`src/rtl/spi_slave_burst_controller.sv`:
```
// SPI slave command/burst controller: decodes commands, drives bus
// strobes with address auto-increment/wrap, owns config/status regs.
module spi_slave_burst_controller #(
  parameter int ADDR_WIDTH = 24,
  parameter int DATA_WIDTH = 32,
  parameter logic [7:0] DUMMY_CYCLES = 8'd7,
  parameter logic [DATA_WIDTH-1:0] UNDERRUN_DATA = '0,
  localparam int RX_WIDTH =
    (ADDR_WIDTH > DATA_WIDTH) ? ADDR_WIDTH : DATA_WIDTH
) (
  input  logic                  sclk,
  input  logic                  sys_rst,
  input  logic                  cs,
  output logic [7:0]            rx_counter,
  output logic                  rx_counter_upd,
  input  logic [RX_WIDTH-1:0]   rx_data,
  input  logic                  rx_data_valid,
  output logic [7:0]            tx_counter,
  output logic                  tx_counter_upd,
  output logic [DATA_WIDTH-1:0] tx_data,
  output logic                  tx_data_valid,
  input  logic                  tx_done,
  output logic                  ctrl_rd_wr,
  output logic [ADDR_WIDTH-1:0] ctrl_addr,
  output logic                  ctrl_addr_valid,
  output logic [DATA_WIDTH-1:0] ctrl_data_rx,
  output logic                  ctrl_data_rx_valid,
  input  logic [DATA_WIDTH-1:0] ctrl_data_tx,
  input  logic                  ctrl_data_tx_valid,
  output logic                  ctrl_data_tx_ready,
  output logic [15:0]           wrap_length,
  output logic                  underrun
);

  localparam logic [7:0] AW_M1 = 8'(ADDR_WIDTH - 1);
  localparam logic [7:0] DW_M1 = 8'(DATA_WIDTH - 1);
  localparam logic [ADDR_WIDTH-1:0] STEP =
    ADDR_WIDTH'(DATA_WIDTH / 8);

  typedef enum logic [2:0] {
    S_CMD,
    S_ADDR,
    S_DUMMY,
    S_DATA_RX,
    S_DATA_TX,
    S_REG_RX,
    S_REG_TX,
    S_IGNORE
  } state_t;

  state_t state_q, state_d;

  logic                  is_read_q, is_read_d;
  logic [1:0]            reg_sel_q, reg_sel_d;
  logic [ADDR_WIDTH-1:0] base_q, base_d;
  logic [ADDR_WIDTH-1:0] offset_q, offset_d;
  logic [ADDR_WIDTH-1:0] addr_q, addr_d;
  logic                  addr_vld_q, addr_vld_d;
  logic [7:0]            rx_cnt_q, rx_cnt_d;
  logic [7:0]            tx_cnt_q, tx_cnt_d;
  logic                  tx_upd_q, tx_upd_d;
  logic [DATA_WIDTH-1:0] tx_data_q, tx_data_d;
  logic                  pop_q, pop_d;
  logic                  tx_done_q;
  logic [7:0]            dummy_q, dummy_d;
  logic [15:0]           wrap_q, wrap_d;
  logic                  underrun_q, underrun_d;

  logic                  rx_upd;
  logic                  wr_strobe;
  logic                  mem_load;
  logic                  reg_load;
  logic                  advance;
  logic                  set_ur;
  logic                  clr_ur;
  logic [7:0]            cmd;
  logic [7:0]            reg_rd;
  logic [ADDR_WIDTH-1:0] offset_inc;
  logic [ADDR_WIDTH-1:0] offset_nxt;

  assign cmd = rx_data[7:0];

  always_comb begin
    reg_rd = 8'h00;
    unique case (cmd[1:0])
      2'd0: reg_rd = dummy_q;
      2'd1: reg_rd = wrap_q[7:0];
      2'd2: reg_rd = wrap_q[15:8];
      2'd3: reg_rd = {7'b0, underrun_q};
    endcase
  end

  // Wrap is relative to the burst base, not address-aligned.
  always_comb begin
    offset_inc = offset_q + STEP;
    offset_nxt = offset_inc;
    if (wrap_q != 16'd0 &&
        32'(offset_inc) >= 32'(wrap_q))
      offset_nxt = '0;
  end

  always_comb begin
    state_d    = state_q;
    is_read_d  = is_read_q;
    reg_sel_d  = reg_sel_q;
    rx_cnt_d   = rx_cnt_q;
    dummy_d    = dummy_q;
    wrap_d     = wrap_q;
    rx_upd     = 1'b0;
    wr_strobe  = 1'b0;
    mem_load   = 1'b0;
    reg_load   = 1'b0;
    advance    = 1'b0;
    clr_ur     = 1'b0;
    unique case (state_q)
      S_CMD: begin
        if (rx_data_valid) begin
          unique case (1'b1)
            cmd == 8'h02: begin
              state_d   = S_ADDR;
              is_read_d = 1'b0;
              rx_cnt_d  = AW_M1;
              rx_upd    = 1'b1;
            end
            cmd == 8'h0B: begin
              state_d   = S_ADDR;
              is_read_d = 1'b1;
              rx_cnt_d  = AW_M1;
              rx_upd    = 1'b1;
            end
            cmd[7:2] == 6'b000100: begin
              state_d   = S_REG_RX;
              reg_sel_d = cmd[1:0];
              rx_cnt_d  = 8'd7;
              rx_upd    = 1'b1;
            end
            cmd[7:2] == 6'b001000: begin
              state_d   = S_REG_TX;
              reg_sel_d = cmd[1:0];
              reg_load  = 1'b1;
            end
            default: state_d = S_IGNORE;
          endcase
        end
      end
      S_ADDR: begin
        if (rx_data_valid) begin
          rx_upd = 1'b1;
          if (is_read_q) begin
            state_d  = S_DUMMY;
            rx_cnt_d = dummy_q;
          end else begin
            state_d  = S_DATA_RX;
            rx_cnt_d = DW_M1;
          end
        end
      end
      S_DUMMY: begin
        if (rx_data_valid) begin
          state_d  = S_DATA_TX;
          mem_load = 1'b1;
        end
      end
      S_DATA_RX: begin
        if (rx_data_valid) begin
          wr_strobe = 1'b1;
          advance   = 1'b1;
          rx_cnt_d  = DW_M1;
          rx_upd    = 1'b1;
        end
      end
      S_DATA_TX: begin
        if (tx_done_q) begin
          advance  = 1'b1;
          mem_load = 1'b1;
        end
      end
      S_REG_RX: begin
        if (rx_data_valid) begin
          unique case (reg_sel_q)
            2'd0: dummy_d = cmd;
            2'd1: wrap_d[7:0] = cmd;
            2'd2: wrap_d[15:8] = cmd;
            2'd3: clr_ur = cmd[0];
          endcase
          state_d  = S_CMD;
          rx_cnt_d = 8'd7;
          rx_upd   = 1'b1;
        end
      end
      S_REG_TX: begin
        if (tx_done_q)
          state_d = S_CMD;
      end
      S_IGNORE: state_d = S_IGNORE;
    endcase
  end

  always_comb begin
    base_d     = base_q;
    offset_d   = offset_q;
    addr_d     = addr_q;
    addr_vld_d = 1'b0;
    tx_cnt_d   = tx_cnt_q;
    tx_upd_d   = 1'b0;
    tx_data_d  = tx_data_q;
    pop_d      = 1'b0;
    set_ur     = 1'b0;
    if (state_q == S_ADDR && rx_data_valid) begin
      base_d     = rx_data[ADDR_WIDTH-1:0];
      offset_d   = '0;
      addr_d     = rx_data[ADDR_WIDTH-1:0];
      addr_vld_d = 1'b1;
    end
    if (advance) begin
      offset_d   = offset_nxt;
      addr_d     = base_q + offset_nxt;
      addr_vld_d = 1'b1;
    end
    if (mem_load) begin
      tx_upd_d = 1'b1;
      tx_cnt_d = DW_M1;
      if (ctrl_data_tx_valid) begin
        tx_data_d = ctrl_data_tx;
        pop_d     = 1'b1;
      end else begin
        tx_data_d = UNDERRUN_DATA;
        set_ur    = 1'b1;
      end
    end
    if (reg_load) begin
      tx_upd_d  = 1'b1;
      tx_cnt_d  = 8'd7;
      tx_data_d = DATA_WIDTH'(reg_rd);
    end
    // A same-cycle set wins over a software clear.
    underrun_d = set_ur ? 1'b1 :
                 clr_ur ? 1'b0 : underrun_q;
  end

  always_ff @(posedge sclk) begin
    if (sys_rst || cs)
      state_q <= S_CMD;
    else
      state_q <= state_d;
  end

  always_ff @(posedge sclk) begin
    if (sys_rst || cs) begin
      is_read_q  <= 1'b0;
      reg_sel_q  <= 2'd0;
      base_q     <= '0;
      offset_q   <= '0;
      addr_q     <= '0;
      addr_vld_q <= 1'b0;
      rx_cnt_q   <= 8'd7;
      tx_cnt_q   <= 8'd0;
      tx_upd_q   <= 1'b0;
      tx_data_q  <= '0;
      pop_q      <= 1'b0;
      tx_done_q  <= 1'b0;
    end else begin
      is_read_q  <= is_read_d;
      reg_sel_q  <= reg_sel_d;
      base_q     <= base_d;
      offset_q   <= offset_d;
      addr_q     <= addr_d;
      addr_vld_q <= addr_vld_d;
      rx_cnt_q   <= rx_cnt_d;
      tx_cnt_q   <= tx_cnt_d;
      tx_upd_q   <= tx_upd_d;
      tx_data_q  <= tx_data_d;
      pop_q      <= pop_d;
      tx_done_q  <= tx_done;
    end
  end

  // Deselect keeps the register file; only reset clears it.
  always_ff @(posedge sclk) begin
    if (sys_rst) begin
      dummy_q    <= DUMMY_CYCLES;
      wrap_q     <= 16'd0;
      underrun_q <= 1'b0;
    end else if (!cs) begin
      dummy_q    <= dummy_d;
      wrap_q     <= wrap_d;
      underrun_q <= underrun_d;
    end
  end

  assign rx_counter         = rx_cnt_q;
  assign rx_counter_upd     = rx_upd & ~cs & ~sys_rst;
  assign tx_counter         = tx_cnt_q;
  assign tx_counter_upd     = tx_upd_q;
  assign tx_data            = tx_data_q;
  assign tx_data_valid      = tx_upd_q;
  assign ctrl_rd_wr         = (state_q == S_DUMMY) ||
                              (state_q == S_DATA_TX);
  assign ctrl_addr          = addr_q;
  assign ctrl_addr_valid    = addr_vld_q;
  assign ctrl_data_rx       = rx_data[DATA_WIDTH-1:0];
  assign ctrl_data_rx_valid = wr_strobe & ~cs & ~sys_rst;
  assign ctrl_data_tx_ready = pop_q;
  assign wrap_length        = wrap_q;
  assign underrun           = underrun_q;

endmodule

```
`config.mk`:
```
export PLATFORM = sky130hd
export DESIGN_NAME = spi_slave_burst_controller
export DESIGN_NICKNAME = d
export VERILOG_FILES = /design/src/rtl/spi_slave_burst_controller.sv
export SDC_FILE = /design/constraint.sdc
export NUM_CORES = 1
export LEC_CHECK = 0
export CAP_MARGIN = 30
export CORE_MARGIN = 4
export CORE_UTILIZATION = 30
export CTS_CLUSTER_DIAMETER = 100
export DETAILED_ROUTE_END_ITERATION = 12
export SYNTH_ARGS = -nofsm -noshare
export SYNTH_HDL_FRONTEND = slang
export SYNTH_SLANG_ARGS = --single-unit
```
`constraint.sdc`:
```
create_clock -name sclk -period 7.18 [get_ports sclk]
set_input_delay 1.077 -clock sclk [delete_from_list [all_inputs] [get_ports sclk]]
set_output_delay 1.077 -clock sclk [all_outputs]
set_load 0.02 [all_outputs]
```
==> impl_metrics.csv, run 1 <==
group,metric,value,unit
job,max_cap_violations,0,
detailed_routing,drc,0,
global_routing,gr-total-overflow,0,
min_path,hold_path_class,"reg2reg",
setup_path,slowest_delay,0.62,ns
synth,synth_sequential_area_ratio,0.3572,
pwr,fin_total_pwr,1.869,mW
timing,finalSetupViolations,0,
setup_path,critPathRequiredTime,7.51,ns
global_routing,grt_pass1_wl,41.59,mm
synth,synth_edf_count,0,
setup_path,worstSetupEndpointType,"register",
pwr,peakVddDrop,0.1346,mV
timing,final.setup.tns,0,ns
timing,tightest_slew,0.9406,ns
timing,max_freq,166.1,MHz
synth,yosysWarnings,0,
pwr,power.density,173.5,nW/µm²
setup_path,critical-path-slowest-cell,"o41a_1",
setup_path,cpMostUsedCell,"a21o_1",
timing,rsz0062_at_grt,"no",
die,std_cell_rows,60,
setup_path,crit_arrival,6.35,ns
finish,final_common_cell,"clkdlybuf4s50_1",
clocking,clock-sinks,149,
detailed_routing,drt_iter0_drc,550,
setup_path,cp_num_buf_inv,2,
placed_design,gp_congestion,0.8713,
detailed_routing,wire_per_inst,16.80,µm
timing,finalHoldViolCount,0,
clocking,cts_buffers,17,
clocking,postCtsSetupBuffers,0,
placed_design,post-dp-hpwl,19.68,mm
synth,synth_seq_cells,149,
clocking,cts_tree,"done",
setup_path,cp_top_family,"compound AO/OA/AOI/OAI gates",
synth,synth-main-ff-cell,"dfxtp_1",
timing,worst_slack,1.161,ns
finish,antenna_cells,0,
finish,fin_nets,1288,
finish,layout_common_cells,"178 x clkdlybuf4s50_1, 154 x nand2_1, 149 x dfxtp_1",
detailed_routing,via_per_inst,5.021,
setup_path,worstSetupStartpoint,"offset_q[2]$_SDFFE_PP0P_",
timing,fin_crit_sh,0.8383,
global_routing,grt_pass1_vias,7530,
synth,syn-instance-count,1067,
synth,syn_area_per_cell,7.827,µm²
setup_path,critPathLaunchType,"register",
setup_path,crit_cells,23,
die,dieWidth,174.9,µm
clocking,root_buffer,"clkbuf_16",
setup_path,crit_chain,"nand2_1, nor2_1, nand2_1, xor2_1, inv_1, ha_1, a21o_1, a21o_1, a21oi_1, o21ai_0, or4b_1, o41a_1, buf_4, nor2_1, ha_1, a21o_1, a211o_1, and2_1, a211oi_1, a21oi_1, a221oi_1, xnor2_1, a211oi_1",
die,dieArea,30570,µm²
setup_path,critPathKind,"reg2reg",
synth,async_reset_ff_frac,0,
detailed_routing,ant_nets,0,
timing,final_max_slew_viol_count,0,
setup_path,reg2reg_depth,23,
die,start_util,0.3073,
die,core-area,27180,µm²
timing,fin_skew,0.01008,ns
clocking,cts.path.max_buffers,2,
global_routing,track_usage,0.1673,
clocking,insertion_delay,0.43,ns
die,die_h,174.9,µm
setup_path,worst_r2r_endpoint,"ctrl_addr[23]$_SDFFE_PP0P_",
pwr,p_leak,3.999,nW
detailed_routing,drt-total-wl,26.20,mm
global_routing,grt_max_degree,73,
global_routing,antenna_found_initial,0,
clocking,htree_levels,4,
setup_path,endpoint,"ctrl_addr[23]$_SDFFE_PP0P_",
run_status,status,"finished, final reports clean",
finish,syn2layout_area_growth,29.00,%
synth,mappedNetlistArea,8352,µm²
clocking,hold_buffers,0,
placed_design,io_buffers,178,
clocking,clk_pin_slew,0.07,ns
placed_design,place_ws,1.204,ns
setup_path,r2r_slack,1.16,ns
finish,final_layout_size_suffix_gt1_frac,0.04798,
timing,min_period,6.019,ns
detailed_routing,firstDrtPassIters,6,
setup_path,critPathMaxFanout,17,
setup_path,r2r-start,"offset_q[2]$_SDFFE_PP0P_",
timing,maxSlewHeadroom,0.3706,
synth,synth_cell_types,64,
finish,fin_util,0.3965,
detailed_routing,num_vias,7833,
clocking,cts_resized,0,
die,io_pins,198,
## registers in the layout, summed over array words and instances (netlist names)
signal              cells
base_q                 24
ctrl_addr              24
ctrl_addr_valid         1
ctrl_data_tx_ready      1
dummy_q                 8
is_read_q               1
offset_q               24
reg_sel_q               2
rx_counter              8
state_q                 3
tx_counter              2
tx_counter_upd          1
tx_data                32
tx_done_q               1
underrun                1
wrap_length            16
## report_power, final
part | internal (mW) | total, mW | switching, mW
logic | 0.0693 | 0.156 | 0.0869
clock network | 0.505 | 0.875 | 0.369
registers | 0.832 | 0.838 | 0.00609
## cell families after synthesis
| group | Yosys count | synth area share |
|---|---|---|
| and+or+nand+nor | 412 | 0.2292 |
| AOI/OAI and AO/OA | 244 | 0.1805 |
| DFF | 149 | 0.3572 |
| buffers and inverters | 146 | 0.08584 |
| adders and majority gates | 42 | 0.06382 |
| xor gates and xnor gates | 40 | 0.04195 |
| muxes | 33 | 0.04105 |
| other | 1 | 0.0004490 |
## worst reg2reg max path: stages (launching register included)
cell and delay, ns:
dfxtp_1 0.49, nand2_1 0.16, nor2_1 0.26, nand2_1 0.10, xor2_1 0.24, inv_1 0.07, ha_1 0.29, a21o_1 0.18
a21o_1 0.17, a21oi_1 0.17, o21ai_0 0.10, or4b_1 0.48, o41a_1 0.62, buf_4 0.29, nor2_1 0.13, ha_1 0.29
a21o_1 0.21, a211o_1 0.35, and2_1 0.18, a211oi_1 0.36, a21oi_1 0.17, a221oi_1 0.32, xnor2_1 0.10, a211oi_1 0.21
## layout make-up
cell class | count | area (µm²)
Tap cell | 372 | 465.4
Multi-Input combinational cell | 774 | 4671
Inverter | 43 | 161.4
Fill cell | 2826 | 16400
Clock inverter | 10 | 96.34
Sequential cell | 149 | 2983
Timing Repair Buffer | 191 | 1927
Clock buffer | 21 | 470.5
## metrics by stage
step	cell area (µm²)	std cells	hold slack, ns
3_5_place_dp	10210	1529	0.4428
2_1_floorplan	8359	1069	0.4241
4_1_cts	10770	1560	0.4517
6_report	10770	1560	0.4488
3_3_place_gp	10140	1526	0.4381
5_1_grt	10770	1560	0.4708
## cell usage after synthesis, types with 9 or more instances
cell type | instances | area share
o22ai_1 | 9 | 0.0067
or3_1 | 9 | 0.0067
buf_4 | 42 | 0.038
nor2_1 | 100 | 0.045
nand2_1 | 154 | 0.069
a21oi_1 | 102 | 0.061
xor2_1 | 24 | 0.025
dfxtp_1 | 149 | 0.36
and3_1 | 10 | 0.0075
nor3_1 | 18 | 0.011
nor4_1 | 10 | 0.0075
xnor2_1 | 16 | 0.017
o21ai_0 | 19 | 0.011
mux2i_1 | 32 | 0.038
nand4_1 | 12 | 0.0090
a31oi_1 | 22 | 0.016
nand3_1 | 50 | 0.030
a211oi_1 | 16 | 0.014
ha_1 | 41 | 0.061
clkbuf_1 | 51 | 0.023
nand2b_1 | 9 | 0.0067
o21ai_1 | 10 | 0.0060
a21o_1 | 15 | 0.013
inv_1 | 42 | 0.019
## layer usage
metal,part of all wire,track usage
met1,0.47,0.2266
met2,0.47,0.2719
met4,0.017,0.04845
met5,0,0
met3,0.042,0.03224
## worst min path at each step
stage | startpoint | endpoint | slack (ns) | cells after the start
2_1_floorplan | offset_q[1]$_SDFFE_PP0P_ | offset_q[1]$_SDFFE_PP0P_ | 0.42 | 2
3_3_place_gp | tx_data[25]$_SDFFE_PP0P_ | tx_data[25]$_SDFFE_PP0P_ | 0.44 | 2
3_5_place_dp | tx_data[25]$_SDFFE_PP0P_ | tx_data[25]$_SDFFE_PP0P_ | 0.44 | 2
4_1_cts | tx_data[25]$_SDFFE_PP0P_ | tx_data[25]$_SDFFE_PP0P_ | 0.45 | 2
5_1_grt | tx_data[9]$_SDFFE_PP0P_ | tx_data[9]$_SDFFE_PP0P_ | 0.47 | 2
6_report | tx_data[9]$_SDFFE_PP0P_ | tx_data[9]$_SDFFE_PP0P_ | 0.45 | 2
Note: power is estimated with default switching activity, not from simulation.
==> run 2: changes to the inputs <==
==> constraint.sdc (replaced) <==
create_clock -name sclk -period 4.84 [get_ports sclk]
set_input_delay 0.726 -clock sclk [delete_from_list [all_inputs] [get_ports sclk]]
set_output_delay 0.726 -clock sclk [all_outputs]
set_load 0.02 [all_outputs]
==> run 2 against run 1 <==
The flow now finishes with violations (setup timing). Clock skew is 0.0018 ns higher. Sequential cell count unchanged. Die area unchanged. Design area grew 9.1%. Global-route usage increased by 0.99 points. Final cell count increased by 6.5%. Routed wire length is 6.6% higher. Register-to-register slack got worse by 1.4 ns. Worst hold slack improved by 0.0025 ns. Critical endpoint is now ctrl_addr[22]$_SDFFE_PP0P_. Highest routed layer unchanged.
==> impl_metrics.csv, run 2 (synthesized netlist as in run 1, its figures left out) <==
group,metric,value,unit
run_status,status,"complete, but fails checks",
run_status,violations,"setup timing",
placed_design,dpl-instance-area,10900,µm²
timing,rsz0062_at_grt,"yes",
detailed_routing,drt-total-wl,27.93,mm
timing,finalSetupViolations,12,
pwr,p_seq_frac,0.447,
clocking,hold_buffers,0,
die,io_pins,198,
die,dieArea,30570,µm²
setup_path,crit_chain,"and4_2, nand4_1, buf_4, buf_4, buf_4, buf_4, nand2b_1, xor2_2, or4b_1, o41a_1, buf_6, nor2_4, ha_4, fa_2, a211oi_2, o21ai_2, a31oi_4, o21a_1, o211ai_1, a21oi_1, or4_1, and3_1",
min_path,hold_path_class,"reg2reg",
timing,worst_slack,-0.2350,ns
global_routing,grt_pass1_vias,7851,
setup_path,critPathMaxFanout,7,
timing,min_period,5.075,ns
finish,syn2layout_area_growth,40.73,%
timing,tightest_slew,0.9662,ns
placed_design,dp_cells,1615,
finish,fin_nets,1389,
clocking,clock-sinks,149,
pwr,power.density,236.7,nW/µm²
pwr,intPower,2.061,mW
finish,nFillCells,2743,
placed_design,io_buffers,178,
clocking,cts_buffers,17,
pwr,peakVddDrop,0.1702,mV
global_routing,gr-total-overflow,0,
die,die_h,174.9,µm
pwr,clockPowerShare,0.468,
finish,fin_area,11750,µm²
detailed_routing,drt_iter0_drc,699,
die,dieWidth,174.9,µm
global_routing,track_usage,0.1771,
placed_design,place_ws,-0.3059,ns
die,core-area,27180,µm²
setup_path,cp_top_family,"simple AND/OR/NAND/NOR gates",
detailed_routing,via_per_inst,5.014,
finish,final_layout_size_suffix_gt1_frac,0.1550,
finish,final_common_cell,"clkdlybuf4s50_1",
setup_path,critPathLaunchType,"register",
detailed_routing,num_vias,8334,
placed_design,gp_congestion,0.8960,
timing,final.setup.tns,-1.380,ns
setup_path,critPathKind,"reg2reg",
clocking,root_buffer,"clkbuf_16",
die,start_util,0.3073,
pwr,switchingPower,720.8,µW
finish,largest_reg_flops,32,
setup_path,critPathRequiredTime,5.16,ns
detailed_routing,firstDrtPassIters,5,
timing,fin_crit_sh,1.049,
setup_path,cpMostUsedCell,"buf_4",
timing,max_freq,197.0,MHz
global_routing,grt_max_degree,63,
finish,antenna_cells,0,
setup_path,cp_num_buf_inv,5,
clocking,clk_pin_slew,0.07,ns
timing,fin_skew,0.01183,ns
pwr,power_frac_comb,0.086,
die,std_cell_rows,60,
setup_path,slowest_delay,0.47,ns
pwr,p_leak,4.491,nW
timing,final_max_slew_viol_count,0,
setup_path,critical-path-slowest-cell,"or4b_1",
timing,maxSlewHeadroom,0.3535,
detailed_routing,ant_nets,0,
finish,stdcell_count,1662,
global_routing,grt_pass1_wl,43.81,mm
global_routing,antenna_found_initial,0,
clocking,htree_levels,4,
setup_path,crit_arrival,5.40,ns
placed_design,post-dp-hpwl,20.81,mm
timing,finalHoldViolCount,0,
finish,layout_common_cells,"178 x clkdlybuf4s50_1, 154 x nand2_1, 139 x dfxtp_1",
clocking,cts_tree,"done",
job,max_cap_violations,0,
detailed_routing,drc,0,
pwr,swShare,0.2591,
setup_path,worstSetupEndpointType,"register",
clocking,insertion_delay,0.43,ns
clocking,cts.path.max_buffers,2,
detailed_routing,wire_per_inst,16.80,µm
-- run 2: worst paths after layout --
path	startpoint	to	slack (ns)	cells after the start
worst min register to register	tx_data[23]$_SDFFE_PP0P_	tx_data[23]$_SDFFE_PP0P_	0.45	2
worst max-delay path	offset_q[7]$_SDFFE_PP0P_	ctrl_addr[22]$_SDFFE_PP0P_	-0.24	22
worst max register to register	offset_q[7]$_SDFFE_PP0P_	ctrl_addr[22]$_SDFFE_PP0P_	-0.24	22
worst min-delay path	tx_data[23]$_SDFFE_PP0P_	tx_data[23]$_SDFFE_PP0P_	0.45	2
-- run 2: layout make-up --
class | instances | area (µm²) | area share
clock buffers | 18 | 429.2 | 0.03651
repair buffers | 292 | 2669 | 0.2271
multi-input cells | 774 | 4892 | 0.4162
well taps | 372 | 465.4 | 0.03960
flip-flops and latches | 149 | 2995 | 0.2548
clock inverters | 14 | 141.4 | 0.01203
inverters | 43 | 161.4 | 0.01373
-- run 2: metal layers --
layer | GRT usage | part of all wire | up-vias
met5 | 0 | 0 | -
li1 | - | - | 4119
met4 | 0.04975 | 0.021 | 0
met1 | 0.2369 | 0.45 | 3937
met2 | 0.2956 | 0.48 | 236
met3 | 0.03007 | 0.045 | 42
-- run 2: power groups by stage --
stage | Clock [mW] | Sequential (mW) | Combinational (mW)
6_report | 1.30 | 1.24 | 0.238
5_1_grt | 1.38 | 1.24 | 0.255
4_1_cts | 1.32 | 1.24 | 0.238
3_5_place_dp | 0 | 1.27 | 0.238
3_3_place_gp | 0 | 1.27 | 0.235
2_1_floorplan | 0 | 1.27 | 0.131
-- run 2: timing repair --
item / in CTS / in global routing
setup endpoints to repair: 14 / 16
pin swaps: 27 / 5
gates resized for setup: 29 / 7
setup buffers: 13 / 2
-- run 2: through the flow --
| stage | utilization | power, mW | hold WS [ns] |
|---|---|---|---|
| floorplan | - | 1.403 | 0.4239 |
| global placement | 0.4001 | 1.505 | 0.4373 |
| detailed placement | 0.4011 | 1.508 | 0.4443 |
| CTS | 0.4306 | 2.802 | 0.4533 |
| global route | 0.4325 | 2.878 | 0.4684 |
| finish | 0.4325 | 2.782 | 0.4513 |
-- run 2: worst register-to-register path, delay by kind of cell (launching register included) --
kind / cells / cell delay (ns)
xor+xnor: 1 / 0.24
flops: 1 / 0.36
simple gates: 7 / 1.81
fa+ha+maj: 2 / 0.37
buf+inv: 5 / 0.76
compound gates: 7 / 1.45
==> run 3: changes to the inputs <==
--- a/config.mk
+++ b/config.mk
@@ -10,6 +10,8 @@
 export CORE_UTILIZATION = 30
 export CTS_CLUSTER_DIAMETER = 100
 export DETAILED_ROUTE_END_ITERATION = 12
+export GPL_ROUTABILITY_DRIVEN = 0
 export SYNTH_ARGS = -nofsm -noshare
 export SYNTH_HDL_FRONTEND = slang
 export SYNTH_SLANG_ARGS = --single-unit
+export TNS_END_PERCENT = 20
==> run 3 against run 2 <==
The run still ends with setup timing left. Via count about the same. Worst setup slack better by 0.095 ns. Core utilization up 0.64 points. Sequential power about the same. Routed wire length up 2.1%. First-iteration DRC count down 8.4%. Sequential cell count unchanged. Count of clock-buffer cells in the layout up 1. Fmax up 1.9%. Critical endpoint unchanged. Largest cell class unchanged.
==> impl_metrics.csv, run 3 (synthesized netlist as in run 1, its figures left out) <==
group,metric,value,unit
run_status,status,"complete, but fails checks",
run_status,violations,"setup timing",
finish,final_common_cell,"clkdlybuf4s50_1",
die,std_cell_rows,60,
detailed_routing,firstDrtPassIters,6,
setup_path,endpoint,"ctrl_addr[22]$_SDFFE_PP0P_",
detailed_routing,ant_nets,0,
timing,finalSetupViolations,4,
placed_design,post-dp-hpwl,21.10,mm
die,dieWidth,174.9,µm
global_routing,grt_pass1_vias,8108,
min_path,hold_path_class,"reg2reg",
setup_path,cp_num_buf_inv,2,
finish,syn2layout_area_growth,42.83,%
timing,tightest_slew,0.9270,ns
timing,maxSlewHeadroom,0.3797,
die,dieArea,30570,µm²
detailed_routing,wire_per_inst,17.11,µm
clocking,cts_buffers,17,
setup_path,worst_r2r_endpoint,"ctrl_addr[22]$_SDFFE_PP0P_",
detailed_routing,drc,0,
global_routing,grt_max_degree,73,
setup_path,critPathKind,"reg2reg",
clocking,clk_pin_slew,0.07,ns
placed_design,io_buffers,178,
placed_design,dpl-instance-area,10900,µm²
detailed_routing,via_per_inst,5.004,
finish,final_layout_size_suffix_gt1_frac,0.1629,
finish,largest_reg_flops,32,
pwr,power_frac_comb,0.081,
pwr,power.density,246.2,nW/µm²
pwr,p_seq_frac,0.423,
setup_path,critPathMaxFanout,5,
detailed_routing,num_vias,8341,
setup_path,critical-path-slowest-cell,"or4b_1",
finish,layout_common_cells,"178 x clkdlybuf4s50_1, 154 x nand2_1, 143 x dfxtp_1",
global_routing,gr-total-overflow,0,
detailed_routing,drt-total-wl,28.53,mm
setup_path,cp_top_family,"compound AO/OA/AOI/OAI gates",
setup_path,r2r-start,"offset_q[4]$_SDFFE_PP0P_",
timing,fin_crit_sh,1.029,
clocking,cts.path.max_buffers,2,
setup_path,crit_arrival,5.30,ns
timing,finalHoldViolCount,0,
clocking,htree_levels,4,
finish,antenna_cells,0,
setup_path,slowest_delay,0.47,ns
pwr,p_leak,4.554,nW
setup_path,critPathLaunchType,"register",
pwr,peakVddDrop,0.1948,mV
global_routing,antenna_found_initial,0,
timing,fin_skew,0.008739,ns
setup_path,worstSetupStartpoint,"offset_q[4]$_SDFFE_PP0P_",
job,max_cap_violations,0,
die,start_util,0.3073,
clocking,clock-sinks,149,
pwr,intPower,2.225,mW
finish,fin_area,11930,µm²
clocking,cts_tree,"done",
die,core-area,27180,µm²
finish,fin_nets,1394,
clocking,root_buffer,"clkbuf_16",
setup_path,crit_chain,"nand4_1, nor2_2, nand2_1, xor2_1, inv_1, ha_4, a21o_1, a21o_1, a21oi_2, o21ai_1, or4b_1, o41a_1, buf_6, nor2_4, ha_4, fa_2, a211oi_4, o21ai_2, a31oi_4, o21a_1, o211ai_1, a21oi_1, or4_1, and3_1",
setup_path,reg2reg_depth,24,
die,die_h,174.9,µm
timing,rsz0062_at_grt,"yes",
timing,whs,0.4515,ns
global_routing,grt_pass1_wl,44.41,mm
pwr,switchingPower,711.2,µW
clocking,insertion_delay,0.43,ns
die,io_pins,198,
setup_path,worstSetupEndpointType,"register",
timing,worst_slack,-0.1400,ns
timing,min_period,4.980,ns
setup_path,r2r_slack,-0.14,ns
setup_path,crit_cells,24,
setup_path,critPathRequiredTime,5.16,ns
timing,final_max_slew_viol_count,0,
global_routing,track_usage,0.1794,
pwr,swShare,0.2422,
timing,max_freq,200.8,MHz
detailed_routing,drt_iter0_drc,640,
pwr,clockPowerShare,0.496,
## run 3: timing repair
action                     in CTS  in global routing
pin swaps                      39                 27
setup buffers                  16                  3
setup endpoints to repair      13                 16
gates resized for setup        37                 15
hold buffers                    0                  0
## run 3: cell type report
type,count,area [µm²]
fillers,2733,15250
multi-input cells,774,4989
flip-flops and latches,149,2990
repair buffers,297,2686
well taps,372,465.4
clock buffers,19,442.9
clock inverters,13,193.9
inverters,43,161.4
## run 3: stage by stage
stage	utilization	setup slack [ns]	cells	TNS (ns)	total power, mW
final	0.4390	-0.1400	1667	-0.3446	2.937
after floorplan	-	-0.05593	1069	-0.09503	1.403
after global placement	0.4006	-0.1743	1616	-0.5408	1.505
after CTS	0.4357	-0.1968	1665	-0.8462	2.952
after detailed placement	0.4010	-0.3127	1617	-1.897	1.507
after global routing	0.4390	-0.4396	1667	-3.558	3.032
## run 3: routing by layer
layer | wire length (µm) | track usage | up-vias | part of all wire
li1 | - | - | 4120 | -
met1 | 13010 | 0.2407 | 3969 | 0.46
met2 | 13550 | 0.2954 | 210 | 0.48
met3 | 1288 | 0.03051 | 42 | 0.045
met4 | 676 | 0.05630 | 0 | 0.024
met5 | 0 | 0 | - | 0
## run 3: worst min-delay path by stage
stage	startpoint	end	cells after the start
after floorplan	offset_q[1]$_SDFFE_PP0P_	offset_q[1]$_SDFFE_PP0P_	2
after global placement	tx_data[10]$_SDFFE_PP0P_	tx_data[10]$_SDFFE_PP0P_	2
after detailed placement	tx_data[25]$_SDFFE_PP0P_	tx_data[25]$_SDFFE_PP0P_	2
after CTS	tx_data[25]$_SDFFE_PP0P_	tx_data[25]$_SDFFE_PP0P_	2
after global routing	tx_data[29]$_SDFFE_PP0P_	tx_data[29]$_SDFFE_PP0P_	2
final	tx_data[26]$_SDFFE_PP0P_	tx_data[26]$_SDFFE_PP0P_	2
## run 3: worst reg2reg max path: stages, from the launching register on
cell      delay (ns)
dfxtp_2         0.34
nand4_1         0.14
nor2_2          0.20
nand2_1         0.08
xor2_1          0.17
inv_1           0.11
ha_4            0.23
a21o_1          0.17
a21o_1          0.18
a21oi_2         0.14
o21ai_1         0.07
or4b_1          0.47
o41a_1          0.45
buf_6           0.18
nor2_4          0.09
ha_4            0.15
fa_2            0.23
a211oi_4        0.07
o21ai_2         0.17
a31oi_4         0.10
o21a_1          0.23
o211ai_1        0.26
a21oi_1         0.12
or4_1           0.40
and3_1          0.15
## run 3: power groups by stage
| stage | clock network (mW) | logic [mW] | registers, mW |
|---|---|---|---|
| CTS | 1.47 | 0.238 | 1.24 |
| global placement | 0 | 0.235 | 1.27 |
| finish | 1.46 | 0.238 | 1.24 |
| detailed placement | 0 | 0.236 | 1.27 |
| global route | 1.53 | 0.254 | 1.24 |
| floorplan | 0 | 0.131 | 1.27 |
